<file path="config.mk">
export PLATFORM = sky130hd
export DESIGN_NAME = servo_pwm_multi
export DESIGN_NICKNAME = d
export VERILOG_FILES = /design/src/rtl/servo_pwm_pkg.sv /design/src/rtl/servo_pwm_ch.sv /design/src/rtl/servo_pwm_multi.sv
export SDC_FILE = /design/constraint.sdc
export NUM_CORES = 1
export LEC_CHECK = 0
export ABC_AREA = 0
export CORE_ASPECT_RATIO = 0.75
export CORE_MARGIN = 5
export CORE_UTILIZATION = 41
export CTS_BUF_LIST = sky130_fd_sc_hd__clkbuf_4 sky130_fd_sc_hd__clkbuf_8
export DETAILED_ROUTE_END_ITERATION = 8
export DONT_BUFFER_PORTS = 1
export GPL_TIMING_DRIVEN = 0
export SETUP_SLACK_MARGIN = 0.2
export SYNTH_ARGS = -nofsm -noshare
export SYNTH_HDL_FRONTEND = slang
export SYNTH_SLANG_ARGS = --single-unit
</file>
<file path="constraint.sdc">
create_clock -name sclk_i -period 9 [get_ports sclk_i]
set_input_delay 1.35 -clock sclk_i [delete_from_list [all_inputs] [get_ports sclk_i]]
set_output_delay 1.35 -clock sclk_i [all_outputs]
set_load 0.005 [all_outputs]
</file>
<file path="src/rtl/servo_pwm_pkg.sv">
`default_nettype none
// =============================================================================
// Module   : servo_pwm_pkg
// Desc     : Shared timing helpers for the multi-channel servo PWM block.
// Revision : 1.0 - initial release
// =============================================================================
package servo_pwm_pkg;

    typedef enum logic [1:0] {
        SLEW_HOLD = 2'd0,
        SLEW_UP   = 2'd1,
        SLEW_DOWN = 2'd2
    } slew_dir_e;

    localparam int C_HZ_PER_MHZ = 1_000_000;

    // Ceiling log2, never below 1 so single-channel selects still have a bit.
    function automatic int clog2(input int value);
        int r;
        r = 0;
        for (int i = 0; i < 31; i++) begin
            if ((1 << i) < value) begin
                r = i + 1;
            end
        end
        return (r < 1) ? 1 : r;
    endfunction

    function automatic int period_cyc(input int clk_hz, input int time_us);
        return (clk_hz / C_HZ_PER_MHZ) * time_us;
    endfunction

    function automatic int deg_cyc(input int clk_hz, input int min_us,
                                   input int max_us, input int max_angle);
        return (period_cyc(clk_hz, max_us) - period_cyc(clk_hz, min_us)) / max_angle;
    endfunction

    function automatic int clamp_angle(input int angle, input int max_angle);
        return (angle > max_angle) ? max_angle : angle;
    endfunction

endpackage
`default_nettype wire

</file>
<file path="src/rtl/servo_pwm_ch.sv">
`default_nettype none
// =============================================================================
// Module   : servo_pwm_ch
// Desc     : One servo channel: target/current angle, slew step, width latch
//            and pulse comparator against the shared frame counter.
// Revision : 1.0 - initial release
// =============================================================================
module servo_pwm_ch
    import servo_pwm_pkg::*;
#(
    parameter int ANGLE_W     = 9,
    parameter int CNT_W       = 20,
    parameter int PERIOD_CYC  = 1_000_000,
    parameter int OFFSET_CYC  = 0,
    parameter int MIN_CYC     = 25_000,
    parameter int DEG_CYC     = 555,
    parameter int SLEW_DEG    = 180,
    parameter int RESET_ANGLE = 90
) (
    input  logic               sclk_i,
    input  logic               rst_i,
    input  logic [CNT_W-1:0]   cnt_i,
    input  logic               tgt_we_i,
    input  logic [ANGLE_W-1:0] tgt_i,
    output logic               pwm_o,
    output logic               at_target_o
);

    localparam int                 WID_W       = CNT_W + 1;
    localparam logic [CNT_W-1:0]   C_OFFSET    = CNT_W'(OFFSET_CYC);
    localparam logic [ANGLE_W-1:0] C_SLEW      = ANGLE_W'(clamp_angle(SLEW_DEG, (1 << ANGLE_W) - 1));
    localparam logic [WID_W-1:0]   C_MIN       = WID_W'(MIN_CYC);
    localparam logic [WID_W-1:0]   C_DEG       = WID_W'(DEG_CYC);
    localparam logic [ANGLE_W-1:0] C_RST_ANGLE = ANGLE_W'(RESET_ANGLE);
    localparam logic [WID_W-1:0]   C_RST_WIDTH = WID_W'(MIN_CYC + RESET_ANGLE * DEG_CYC);

    logic [ANGLE_W-1:0] cur_q, cur_d;
    logic [ANGLE_W-1:0] tgt_q, tgt_d;
    logic [WID_W-1:0]   width_q, width_d;
    logic               pwm_q, pwm_d;
    logic               at_target_q, at_target_d;

    slew_dir_e          w_dir;
    logic [ANGLE_W-1:0] w_diff;
    logic [ANGLE_W-1:0] w_step;
    logic [ANGLE_W-1:0] w_cur_step;
    logic               w_tick;
    logic [CNT_W-1:0]   w_phase;

    // Phase of the counter relative to this channel's own frame start.
    if (OFFSET_CYC == 0) begin : g_aligned
        assign w_phase = cnt_i;
    end else begin : g_staggered
        localparam logic [CNT_W-1:0] C_WRAP = CNT_W'(PERIOD_CYC - OFFSET_CYC);
        assign w_phase = (cnt_i < C_OFFSET) ? (cnt_i + C_WRAP) : (cnt_i - C_OFFSET);
    end

    always_comb begin
        w_dir  = SLEW_HOLD;
        w_diff = '0;
        if (tgt_q > cur_q) begin
            w_dir  = SLEW_UP;
            w_diff = tgt_q - cur_q;
        end else if (tgt_q < cur_q) begin
            w_dir  = SLEW_DOWN;
            w_diff = cur_q - tgt_q;
        end
        w_step = (w_diff > C_SLEW) ? C_SLEW : w_diff;

        unique case (w_dir)
            SLEW_UP:   w_cur_step = cur_q + w_step;
            SLEW_DOWN: w_cur_step = cur_q - w_step;
            default:   w_cur_step = cur_q;
        endcase

        // Angle and width only move on this channel's frame tick, so a
        // pulse in flight always finishes with the width it started with.
        w_tick      = (cnt_i == C_OFFSET);
        cur_d       = w_tick ? w_cur_step : cur_q;
        width_d     = w_tick ? (C_MIN + WID_W'(w_cur_step) * C_DEG) : width_q;
        tgt_d       = tgt_we_i ? tgt_i : tgt_q;
        pwm_d       = ({1'b0, w_phase} < width_q);
        at_target_d = (cur_d == tgt_d);
    end

    always_ff @(posedge sclk_i) begin
        if (rst_i) begin
            cur_q       <= C_RST_ANGLE;
            tgt_q       <= C_RST_ANGLE;
            width_q     <= C_RST_WIDTH;
            pwm_q       <= 1'b0;
            at_target_q <= 1'b1;
        end else begin
            cur_q       <= cur_d;
            tgt_q       <= tgt_d;
            width_q     <= width_d;
            pwm_q       <= pwm_d;
            at_target_q <= at_target_d;
        end
    end

    assign pwm_o       = pwm_q;
    assign at_target_o = at_target_q;

endmodule
`default_nettype wire

</file>
<file path="src/rtl/servo_pwm_multi.sv">
`default_nettype none
// =============================================================================
// Module   : servo_pwm_multi
// Desc     : Multi-channel servo PWM: frame counter, command decode, channels.
// Options  : SERVO_PHASE_STAGGER_EN - start channel i at i*(PERIOD_CYC/CH_NUM).
// Revision : 1.0 - initial release
// =============================================================================
module servo_pwm_multi
    import servo_pwm_pkg::*;
#(
    parameter int CLK_FREQ_HZ  = 50_000_000,
    parameter int CH_NUM       = 4,
    parameter int ANGLE_W      = 9,
    parameter int MAX_ANGLE    = 180,
    parameter int RESET_ANGLE  = 90,
    parameter int PERIOD_US    = 20_000,
    parameter int MIN_PULSE_US = 500,
    parameter int MAX_PULSE_US = 2_500,
    parameter int SLEW_DEG     = 180
) (
    input  logic                      sclk_i,
    input  logic                      rst_i,
    input  logic                      cmd_valid_i,
    output logic                      cmd_ready_o,
    input  logic [clog2(CH_NUM)-1:0]  cmd_ch_i,
    input  logic [ANGLE_W-1:0]        cmd_angle_i,
    output logic                      cmd_err_o,
    output logic [CH_NUM-1:0]         pwm_o,
    output logic                      frame_start_o,
    output logic [CH_NUM-1:0]         at_target_o
);

    localparam int PERIOD_CYC = period_cyc(CLK_FREQ_HZ, PERIOD_US);
    localparam int MIN_CYC    = period_cyc(CLK_FREQ_HZ, MIN_PULSE_US);
    localparam int DEG_CYC    = deg_cyc(CLK_FREQ_HZ, MIN_PULSE_US, MAX_PULSE_US, MAX_ANGLE);
    localparam int CNT_W      = clog2(PERIOD_CYC);

    localparam logic [CNT_W-1:0] C_LAST = CNT_W'(PERIOD_CYC - 1);

    logic [CNT_W-1:0]   cnt_q, cnt_d;
    logic               frame_start_q;
    logic               cmd_err_q;

    logic               w_accept;
    logic [31:0]        w_ch_ext;
    logic               w_ch_ok;
    logic               w_clamped;
    logic [ANGLE_W-1:0] w_angle;

    assign cmd_ready_o = ~rst_i;
    assign w_accept    = cmd_valid_i & cmd_ready_o;
    // Widened so the range check stays meaningful for non-power-of-two CH_NUM.
    assign w_ch_ext    = 32'(cmd_ch_i);
    assign w_ch_ok     = (w_ch_ext < 32'(CH_NUM));
    assign w_clamped   = (int'(cmd_angle_i) > MAX_ANGLE);
    assign w_angle     = ANGLE_W'(clamp_angle(int'(cmd_angle_i), MAX_ANGLE));

    always_comb begin
        cnt_d = cnt_q + CNT_W'(1);
        if (cnt_q == C_LAST) begin
            cnt_d = '0;
        end
    end

    always_ff @(posedge sclk_i) begin
        if (rst_i) begin
            cnt_q         <= '0;
            frame_start_q <= 1'b0;
            cmd_err_q     <= 1'b0;
        end else begin
            cnt_q         <= cnt_d;
            frame_start_q <= (cnt_q == '0);
            cmd_err_q     <= w_accept & (w_clamped | ~w_ch_ok);
        end
    end

    for (genvar gi = 0; gi < CH_NUM; gi++) begin : g_ch
`ifdef SERVO_PHASE_STAGGER_EN
        localparam int OFFSET_CYC = gi * (PERIOD_CYC / CH_NUM);
`else
        localparam int OFFSET_CYC = 0;
`endif
        logic w_we;
        assign w_we = w_accept & w_ch_ok & (w_ch_ext == 32'(gi));

        servo_pwm_ch #(
            .ANGLE_W     (ANGLE_W),
            .CNT_W       (CNT_W),
            .PERIOD_CYC  (PERIOD_CYC),
            .OFFSET_CYC  (OFFSET_CYC),
            .MIN_CYC     (MIN_CYC),
            .DEG_CYC     (DEG_CYC),
            .SLEW_DEG    (SLEW_DEG),
            .RESET_ANGLE (RESET_ANGLE)
        ) u_ch (
            .sclk_i      (sclk_i),
            .rst_i       (rst_i),
            .cnt_i       (cnt_q),
            .tgt_we_i    (w_we),
            .tgt_i       (w_angle),
            .pwm_o       (pwm_o[gi]),
            .at_target_o (at_target_o[gi])
        );
    end

    assign frame_start_o = frame_start_q;
    assign cmd_err_o     = cmd_err_q;

endmodule
`default_nettype wire

</file>
; ---- Word level (Yosys, flattened, before mapping)
; Index checks and enable logic that the tools add are counted.
[op_classes]
shifts = 0
multipliers = 4
eq_ne = 16
order_cmp = 18
mux = 33
add_sub_neg = 21
reduce_logical = 3
div_mod_pow = 0
bitwise = 10
[op_table]
columns = operator, n
row1 = two-way mux 9 bit, 21
row2 = subtractor 9 bit, 12
row3 = less-than comparator 20 x 21 -> 1 bit, 4
row4 = "adder 15 x 19 -> 20 bit, first input constant", 4
row5 = "multiplier 9 x 10 -> 19 bit, second input constant", 4
row6 = case mux 9 bit (2 select lines), 4
row7 = "greater-than comparator 9 x 8 -> 1 bit, second input constant", 5
row8 = adder 9 bit, 4
row9 = equality test 9 bit, 4
row10 = greater-than comparator 9 bit, 4
row11 = less-than comparator 9 bit, 4
row12 = logical NOT 32 bit, 1
row13 = "adder 20 x 1 -> 20 bit, second input constant", 1
row14 = "equality test 20 bit, second input constant", 1
row15 = logical NOT 20 bit, 1
row16 = two-way mux 2 bit, 8
row17 = "equality test 2 bit, second input constant", 6
row18 = "equality test 2 x 1 -> 1 bit, second input constant", 5
row19 = AND 1 bit, 7
row20 = "less-than comparator 2 x 3 -> 1 bit, second input constant", 1
row21 = NOT 1 bit, 2
row22 = OR reduction 2 bit, 1
row23 = OR 1 bit, 1
[word_totals]
romBits = 0
inputBits = 14
out_inout_bits = 11
register_bits = 186
wordCells = 128
memories = 0
latch_bits = 0
mem_bits_rw = 0

; ---- Depth between registers and ports, before layout
; Gate-level depths: netlist of run 1.
[depth]
word_depth = 9
ltp_mapped = 50

; ---- Modules after synthesis
; From an unflattened synthesis of run 1, not the netlist that was laid out.
[unflattened]
hier_cells = 2786
hier_area_um2 = 22769.3
[by_module_without_submodules]
columns = module, instances, area_each_um2, cells_per_inst
row1 = servo_pwm_ch (g_ch[2].u_ch ...), 2, 5376.4, 654
row2 = servo_pwm_ch (g_ch[0].u_ch), 1, 5492.8, 676
row3 = servo_pwm_ch (g_ch[1].u_ch), 1, 5422.7, 667
row4 = servo_pwm_multi, 1, 1101.1, 135

; ---- Worst setup path before layout of run 1
; Ideal clock, no wire load.
[synth_timing]
path_kind = register to register
from = register g_ch[2].u_ch.tgt_q[1]
to = register g_ch[2].u_ch.width_q[18]
path_stages_with_launch = 41
arrival_ps = 9712
synth_period_minus_slack_ps = 9782
slack_ps = -782
required_time_ps = 8929
cell_sequence = dfxtp_1 -> inv_1 -> ha_1 -> nor2b_1 -> o31a_1 -> o41ai_2 -> o21ai_2 -> o21ba_2 -> a32o_1 -> or4_1 -> o221a_2 -> or3_1 -> ha_1 -> a21boi_1 -> fa_1 -> a21o_1 -> a21oi_1 -> nor2b_1 -> (+5 left out) -> nand3_1 -> xnor2_1 -> ha_1 -> inv_1 -> fa_1 -> fa_1 -> inv_1 -> fa_1 -> ha_1 -> ha_1 -> a21oi_1 -> o21bai_1 -> a21oi_1 -> o21ai_0 -> o41ai_1 -> xnor2_1 -> nand2_1 -> a21oi_1
[synth_between]
elab_chain_cells = 9
[synth_rtl]
columns = item, line_no
row1 = from (decl), servo_pwm_ch.sv:38  ; logic [ANGLE_W-1:0] tgt_q, tgt_d;
row2 = from (signal assigned), servo_pwm_ch.sv:95  ; tgt_q <= tgt_d;
row3 = subtractor 9 bit or less-than comparator 9 bit (tied branches), "servo_pwm_ch.sv:66, servo_pwm_ch.sv:64"
row4 = two-way mux 9 bit, servo_pwm_ch.sv:64  ; end else if (tgt_q < cur_q) begin
row5 = two-way mux 9 bit, servo_pwm_ch.sv:61  ; if (tgt_q > cur_q) begin
row6 = greater-than comparator 9 x 8 -> 1 bit, servo_pwm_ch.sv:68  ; w_step = (w_diff > C_SLEW) ? C_SLEW : w_diff;
row7 = two-way mux 9 bit, servo_pwm_ch.sv:68
row8 = subtractor 9 bit or adder 9 bit (tied branches), "servo_pwm_ch.sv:72, servo_pwm_ch.sv:71"
row9 = case mux 9 bit (2 select lines) *, servo_pwm_ch.sv:70  ; unique case (w_dir)
row10 = multiplier 9 x 10 -> 19 bit *, servo_pwm_ch.sv:80  ; width_d = w_tick ? (C_MIN + WID_W'(w_cur_step) * C_DEG) : width_q;
row11 = adder 15 x 19 -> 20 bit *, servo_pwm_ch.sv:80
row12 = to (signal assigned), servo_pwm_ch.sv:96  ; width_q <= width_d;
row13 = to (decl), servo_pwm_ch.sv:39  ; logic [WID_W-1:0] width_q, width_d;
; Mark *: on every way between the ends. The rest lies on a longest branch, timed or not.
; A chain may end at the register's enable or synchronous reset.

; ---- Worst setup path in the final report of run 1
[layout_timing]
from = register g_ch[2].u_ch.tgt_q[4]
to = register g_ch[2].u_ch.width_q[19]
; The elaborated chain is that of the path after synthesis.

==> flow_metrics.tcl, run 1 <==
set metrics [dict create \
    setup-tns-final_ps -2360 \
    synthXorXnorAreaFrac_pct 6.14 \
    finalWirelength_mm 71.7 \
    rsz0062_at_grt "true" \
    final_cell_mix "ha_1, inv_1, nand2_1" \
    path_common_cell "ha_4" \
    worst_pin_slew_ps 1340 \
    timing.final.ws_setup_ps -342 \
    drv_cap 0 \
    finalCriticalPeriod_ps 9340 \
    wl_per_cell_um 19.0 \
    violations "negative setup slack" \
    dp.cells 3495 \
    clk-insertion-delay-late_ps 510 \
    worstSetupEndpointType "flop" \
    die_w_um 277 \
    synth_top_family_by_area "adder cells" \
    grt_pass1_wl_mm 111 \
    ant_nets 0 \
    drtIter0Drc 1537 \
    cts_tree "built" \
    fp.dieH_um 211 \
    cts.sink_count 182 \
    synth_fp_nets 3289 \
    synth-seq-area-share_pct 16.6 \
    grt_pass1_vias 20800 \
    cts-root-buf "clkbuf_8" \
    drive_above_1_share_pct 25.9 \
    grt_util_all_layers_pct 23.2 \
    grt_max_degree 17 \
    nets 3547 \
    fmax_ghz 0.107 \
    dp_hpwl_mm 52.5 \
    viasPerCell 5.63 \
    port_buffers 0 \
    syn_area_um2 22000 \
    yosysWarnings 0 \
    antenna_found_initial 0 \
    cp-start-kind "flop" \
    final_hold_viol_count 0 \
    ioPinCount 25 \
    n_fill_cell 4870 \
    synthFlopType "dfxtp_1" \
    fin_cells 3765 \
    synthAdderAreaFrac_pct 30.7 \
    crit_type "reg2reg" \
    dieArea_um2 58400 \
    firstDrtPassIters 6 \
    drc 0 \
    clkSlewWorstSetupHoldPaths_ps 100 \
    final_common_cell "ha_1" \
    synth_compound_area_share_pct 20.1 \
    syn-mean-instance-area_um2 7.90 \
    arrival_ps 9760 \
    cts_htree_levels 4 \
    synth_mux_area_share_pct 1.92 \
    outcome "finished with violations" \
    routabilityCongestion 0.920 \
    crit_slowest_cell "fa_2" \
    slew_headroom_pct 10.1 \
    fin_skew_ps 23.2 \
    critical-path-max-stage-delay_ps 560 \
    rows 73 \
    ys_async_sr_fraction_pct 0 \
    vias 21200 \
    initial_utilization_pct 41.4 \
    overflow 0 \
    synth_seq_cells 182 \
    netlist-cell-type-count 92 \
    slew_viol_final 0 \
    post-route-period-util_pct 104 \
    postLayoutCoreUtil_pct 52.9 \
    cts_buffer_depth 2 \
    area_growth_pct 27.8 \
    cts_buffers 17 \
    min_path_type "reg2reg" \
    synthCells 2783 \
    coreArea_um2 53100 \
    worstPathMaxFanout 9 \
    synth-edff-count 0 \
    cp_data_required_time_ps 9420 \
    final-setup-viol-count 9 \
    synth-simple-area-share_pct 16.8 \
    antennaDiodeCount 0 \
    ctsHoldBuffers 0 \
]
==> worst paths after layout <==
kind                                              start                       end  slack (ps)  cells past startpoint
worst max register to register    g_ch[2].u_ch.tgt_q[4]  g_ch[2].u_ch.width_q[19]        -340                     40
worst min-delay path            g_ch[2].u_ch.width_q[0]   g_ch[2].u_ch.width_q[0]         460                      2
worst max-delay path              g_ch[2].u_ch.tgt_q[4]  g_ch[2].u_ch.width_q[19]        -340                     40
worst min register to register  g_ch[2].u_ch.width_q[0]   g_ch[2].u_ch.width_q[0]         460                      2
==> critical path: cells and delay by family (launching register included) <==
family                   cells  cell delay [ps]
adder cells (fa/ha/maj)      9             3260
AND/OR/NAND/NOR             13             3120
AO/OA/AOI/OAI               10             1690
buffers and inverters        6              510
flip-flops                   1              370
multiplexers                 1              180
XOR/XNOR                     1              120
==> layer usage <==
layer | GRT usage [%] | part of all wire [%] | vias to the layer above | wire, um
met5 | 0 | 0 | - | 0
met2 | 38.3 | 45 | 642 | 32600
met4 | 5.53 | 2.2 | 0 | 1580
met3 | 3.69 | 6.0 | 116 | 4290
met1 | 32.2 | 46 | 10200 | 33200
li1 | - | - | 10200 | -
==> cell usage after synthesis (42+ instances only) <==
master      n  area (um2)
inv_1     341        1280
ha_1      412        5150
fa_1       80        1600
o21ai_0   117         586
nor2_1    221         830
nand2_1   261         980
xor2_1     47         412
a21o_1     63         473
a21oi_1   235        1180
nor3_1     42         210
clkbuf_1   72         270
xnor2_1   102         893
nand3_1    57         285
dfxtp_1   182        3640
==> final cells by class <==
cell class | count | area (um2) | area share (%)
multi-input cells | 2160 | 19200 | 68.4
inverters | 343 | 1330 | 4.72
flip-flops and latches | 182 | 3780 | 13.4
clock inverters | 12 | 166 | 0.592
plain buffers | 98 | 616 | 2.19
repair buffers | 239 | 1860 | 6.61
well taps | 712 | 891 | 3.17
clock buffers | 19 | 249 | 0.886
==> registers in the layout (all words and copies together) (netlist names) <==
signal and flops:
g_ch.u_ch.at_target_o 4, g_ch.u_ch.tgt_q 36, g_ch.u_ch.width_q 80, g_ch.u_ch.cur_q 36, cmd_err_o 1, g_ch.u_ch.pwm_o 4
cnt_q 20, frame_start_o 1
==> cells by family after synthesis <==
| logic type | after synthesis |
|---|---|
| DFF | 182 |
| buffers and inverters | 441 |
| and+or+nand+nor | 788 |
| adders and majority gates | 492 |
| AOI/OAI and AO/OA | 688 |
| muxes | 41 |
| xor gates and xnor gates | 151 |
==> through the flow <==
stage | hold WS, ps | instance area, um2 | setup slack (ps)
finish | 458 | 28100 | -342
global route | 470 | 28100 | -706
CTS | 458 | 26400 | -436
detailed placement | 443 | 23500 | -1370
global placement | 442 | 23500 | -1190
floorplan | 432 | 22600 | -16.1
==> timing repair <==
| item | in CTS | in global routing |
|---|---|---|
| buffers inserted | 154 | 84 |
| pin swaps | 186 | 184 |
| gates resized for setup | 340 | 269 |
| endpoints found under the setup margin | 55 | 41 |
| gates cloned | 1 | 0 |
Power of run 1 is not shown: default switching activity piles up to over one toggle a cycle in this logic, so the estimate is an artifact.
==> run 2, diff against run 1 <==
--- a/config.mk
+++ b/config.mk
@@ -9,9 +9,7 @@
 export CORE_ASPECT_RATIO = 0.75
 export CORE_MARGIN = 5
 export CORE_UTILIZATION = 41
-export CTS_BUF_LIST = sky130_fd_sc_hd__clkbuf_4 sky130_fd_sc_hd__clkbuf_8
 export DETAILED_ROUTE_END_ITERATION = 8
-export DONT_BUFFER_PORTS = 1
 export GPL_TIMING_DRIVEN = 0
 export SETUP_SLACK_MARGIN = 0.2
 export SYNTH_ARGS = -nofsm -noshare
==> flow_metrics.tcl, run 2 (synthesis results as in run 1) <==
set metrics [dict create \
    hp-start "g_ch[0].u_ch.width_q[5]" \
    grt_pass1_vias 20600 \
    clk-insertion-delay-late_ps 470 \
    finalWirelength_mm 72.5 \
    coreArea_um2 53100 \
    wl_per_cell_um 19.1 \
    grt_max_degree 18 \
    fmax_ghz 0.107 \
    path_common_cell "ha_4" \
    cts_buffer_depth 2 \
    fin_cells 3793 \
    hold_path_depth 2 \
    violations "negative setup slack" \
    whs_ps 454 \
    drv_cap 0 \
    drtIter0Drc 1942 \
    rows 73 \
    cp_data_required_time_ps 9380 \
    grt_pass1_wl_mm 110 \
    cp-start-kind "flop" \
    r2r_start "g_ch[2].u_ch.tgt_q[6]" \
    timing.final.ws_setup_ps -337 \
    finalCriticalPeriod_ps 9340 \
    slew_viol_final 0 \
    final-setup-viol-count 11 \
    overflow 0 \
    crit_slowest_cell "fa_2" \
    crit_buf_inv 5 \
    antenna_found_initial 0 \
    rsz0062_at_grt "true" \
    firstDrtPassIters 7 \
    top_register "g_ch.u_ch.width_q" \
    worstSetupEndpointType "flop" \
    dp.cells 3518 \
    cts.sink_count 182 \
    outcome "finished with violations" \
    die_w_um 277 \
    worstPathMaxFanout 5 \
    r2r-end "g_ch[2].u_ch.width_q[18]" \
    reg2reg_slack_ps -340 \
    cts_tree "built" \
    drc 0 \
    critical-path-max-stage-delay_ps 590 \
    cts_htree_levels 4 \
    largest_reg_flops 80 \
    viasPerCell 5.64 \
    area_growth_pct 29.4 \
    post-place-ws_ps -1390 \
    final_common_cell "ha_1" \
    postLayoutCoreUtil_pct 53.6 \
    cts-root-buf "clkbuf_16" \
    cts_buffers 17 \
    fp.dieH_um 211 \
    dieArea_um2 58400 \
    nets 3575 \
    dp_hpwl_mm 52.9 \
    r2r_cells 44 \
    biggestRegsByFlops "g_ch.u_ch.width_q x80, g_ch.u_ch.cur_q x36, g_ch.u_ch.tgt_q x36" \
    ant_nets 0 \
    drive_above_1_share_pct 25.6 \
    fin_skew_ps 17.1 \
    initial_utilization_pct 41.4 \
    min_path_type "reg2reg" \
    final_cell_mix "ha_1, inv_1, nand2_1" \
    vias 21400 \
    ioPinCount 25 \
    min_to "g_ch[0].u_ch.width_q[5]" \
    arrival_ps 9720 \
    crit_type "reg2reg" \
    port_buffers 23 \
    final_hold_viol_count 0 \
    slew_headroom_pct 9.02 \
    post-route-period-util_pct 104 \
    critical-path-top-delay-family "compound AO/OA/AOI/OAI gates" \
    worst_pin_slew_ps 1360 \
    routabilityCongestion 0.922 \
    clkSlewWorstSetupHoldPaths_ps 80 \
    antennaDiodeCount 0 \
    grt_util_all_layers_pct 23.2 \
]
-- run 2: cell count changes in the layout (fill, tap and decap cells not counted), moves of 4 or more --
cell,previous run,this run
clkbuf_4,7,2
inv_2,35,39
clkbuf_8,18,4
o21ai_2,23,29
ha_4,50,55
a21oi_1,172,182
xnor2_1,80,84
clkbuf_16,0,17
ha_1,351,344
o21ai_1,30,23
buf_4,233,246
clkdlybuf4s50_1,0,23
buf_6,28,18
a21oi_2,42,35
-- run 2: how the worst max path moves through the flow --
stage                           from                       end  slack (ps)  cells past startpoint
3_5_place_dp   g_ch[3].u_ch.tgt_q[7]  g_ch[3].u_ch.width_q[18]       -1390                     46
3_3_place_gp   g_ch[3].u_ch.tgt_q[6]  g_ch[3].u_ch.width_q[18]       -1180                     46
2_1_floorplan  g_ch[2].u_ch.tgt_q[6]  g_ch[2].u_ch.width_q[18]         -20                     42
5_1_grt        g_ch[2].u_ch.tgt_q[4]  g_ch[2].u_ch.width_q[18]        -660                     41
6_report       g_ch[2].u_ch.tgt_q[6]  g_ch[2].u_ch.width_q[18]        -340                     44
4_1_cts        g_ch[2].u_ch.tgt_q[6]  g_ch[2].u_ch.width_q[18]        -370                     45
-- run 2: metrics by stage --
stage | area, um2 | TNS [ps]
finish | 28400 | -1980
floorplan | 22600 | -16.1
global placement | 23700 | -32980
CTS | 26800 | -1700
global route | 28400 | -7350
detailed placement | 23700 | -41710
-- run 2: worst min-delay path, stage by stage, from the launching register on --
cell and delay (ps):
dfxtp_1 310, nand2_1 50, a21oi_1 50
-- run 2: what timing repair did --
action                                  4_1_cts  5_1_grt
pin swaps                                   193      187
endpoints found under the setup margin       54       42
setup buffers                               153       90
cloned                                        1        0
resized for setup                           337      240
hold buffers                                  0        0
-- run 2: layout make-up --
| cell class | count | area, um2 |
|---|---|---|
| repair buffers | 267 | 2110 |
| multi-input cells | 2160 | 19200 |
| well taps | 712 | 891 |
| fillers | 4801 | 24600 |
| flip-flops and latches | 182 | 3770 |
| clock buffers | 18 | 439 |
| inverters | 343 | 1320 |
| plain buffers | 98 | 606 |
| clock inverters | 13 | 163 |
-- run 2: metal layers --
metal | up-vias | part of all wire, % | track usage (%)
met3 | 143 | 6.4 | 3.89
li1 | 10300 | - | -
met5 | - | 0 | 0
met2 | 687 | 46 | 38.4
met4 | 0 | 2.6 | 5.48
met1 | 10300 | 46 | 32.0
Power of run 2 is left out for the same reason.
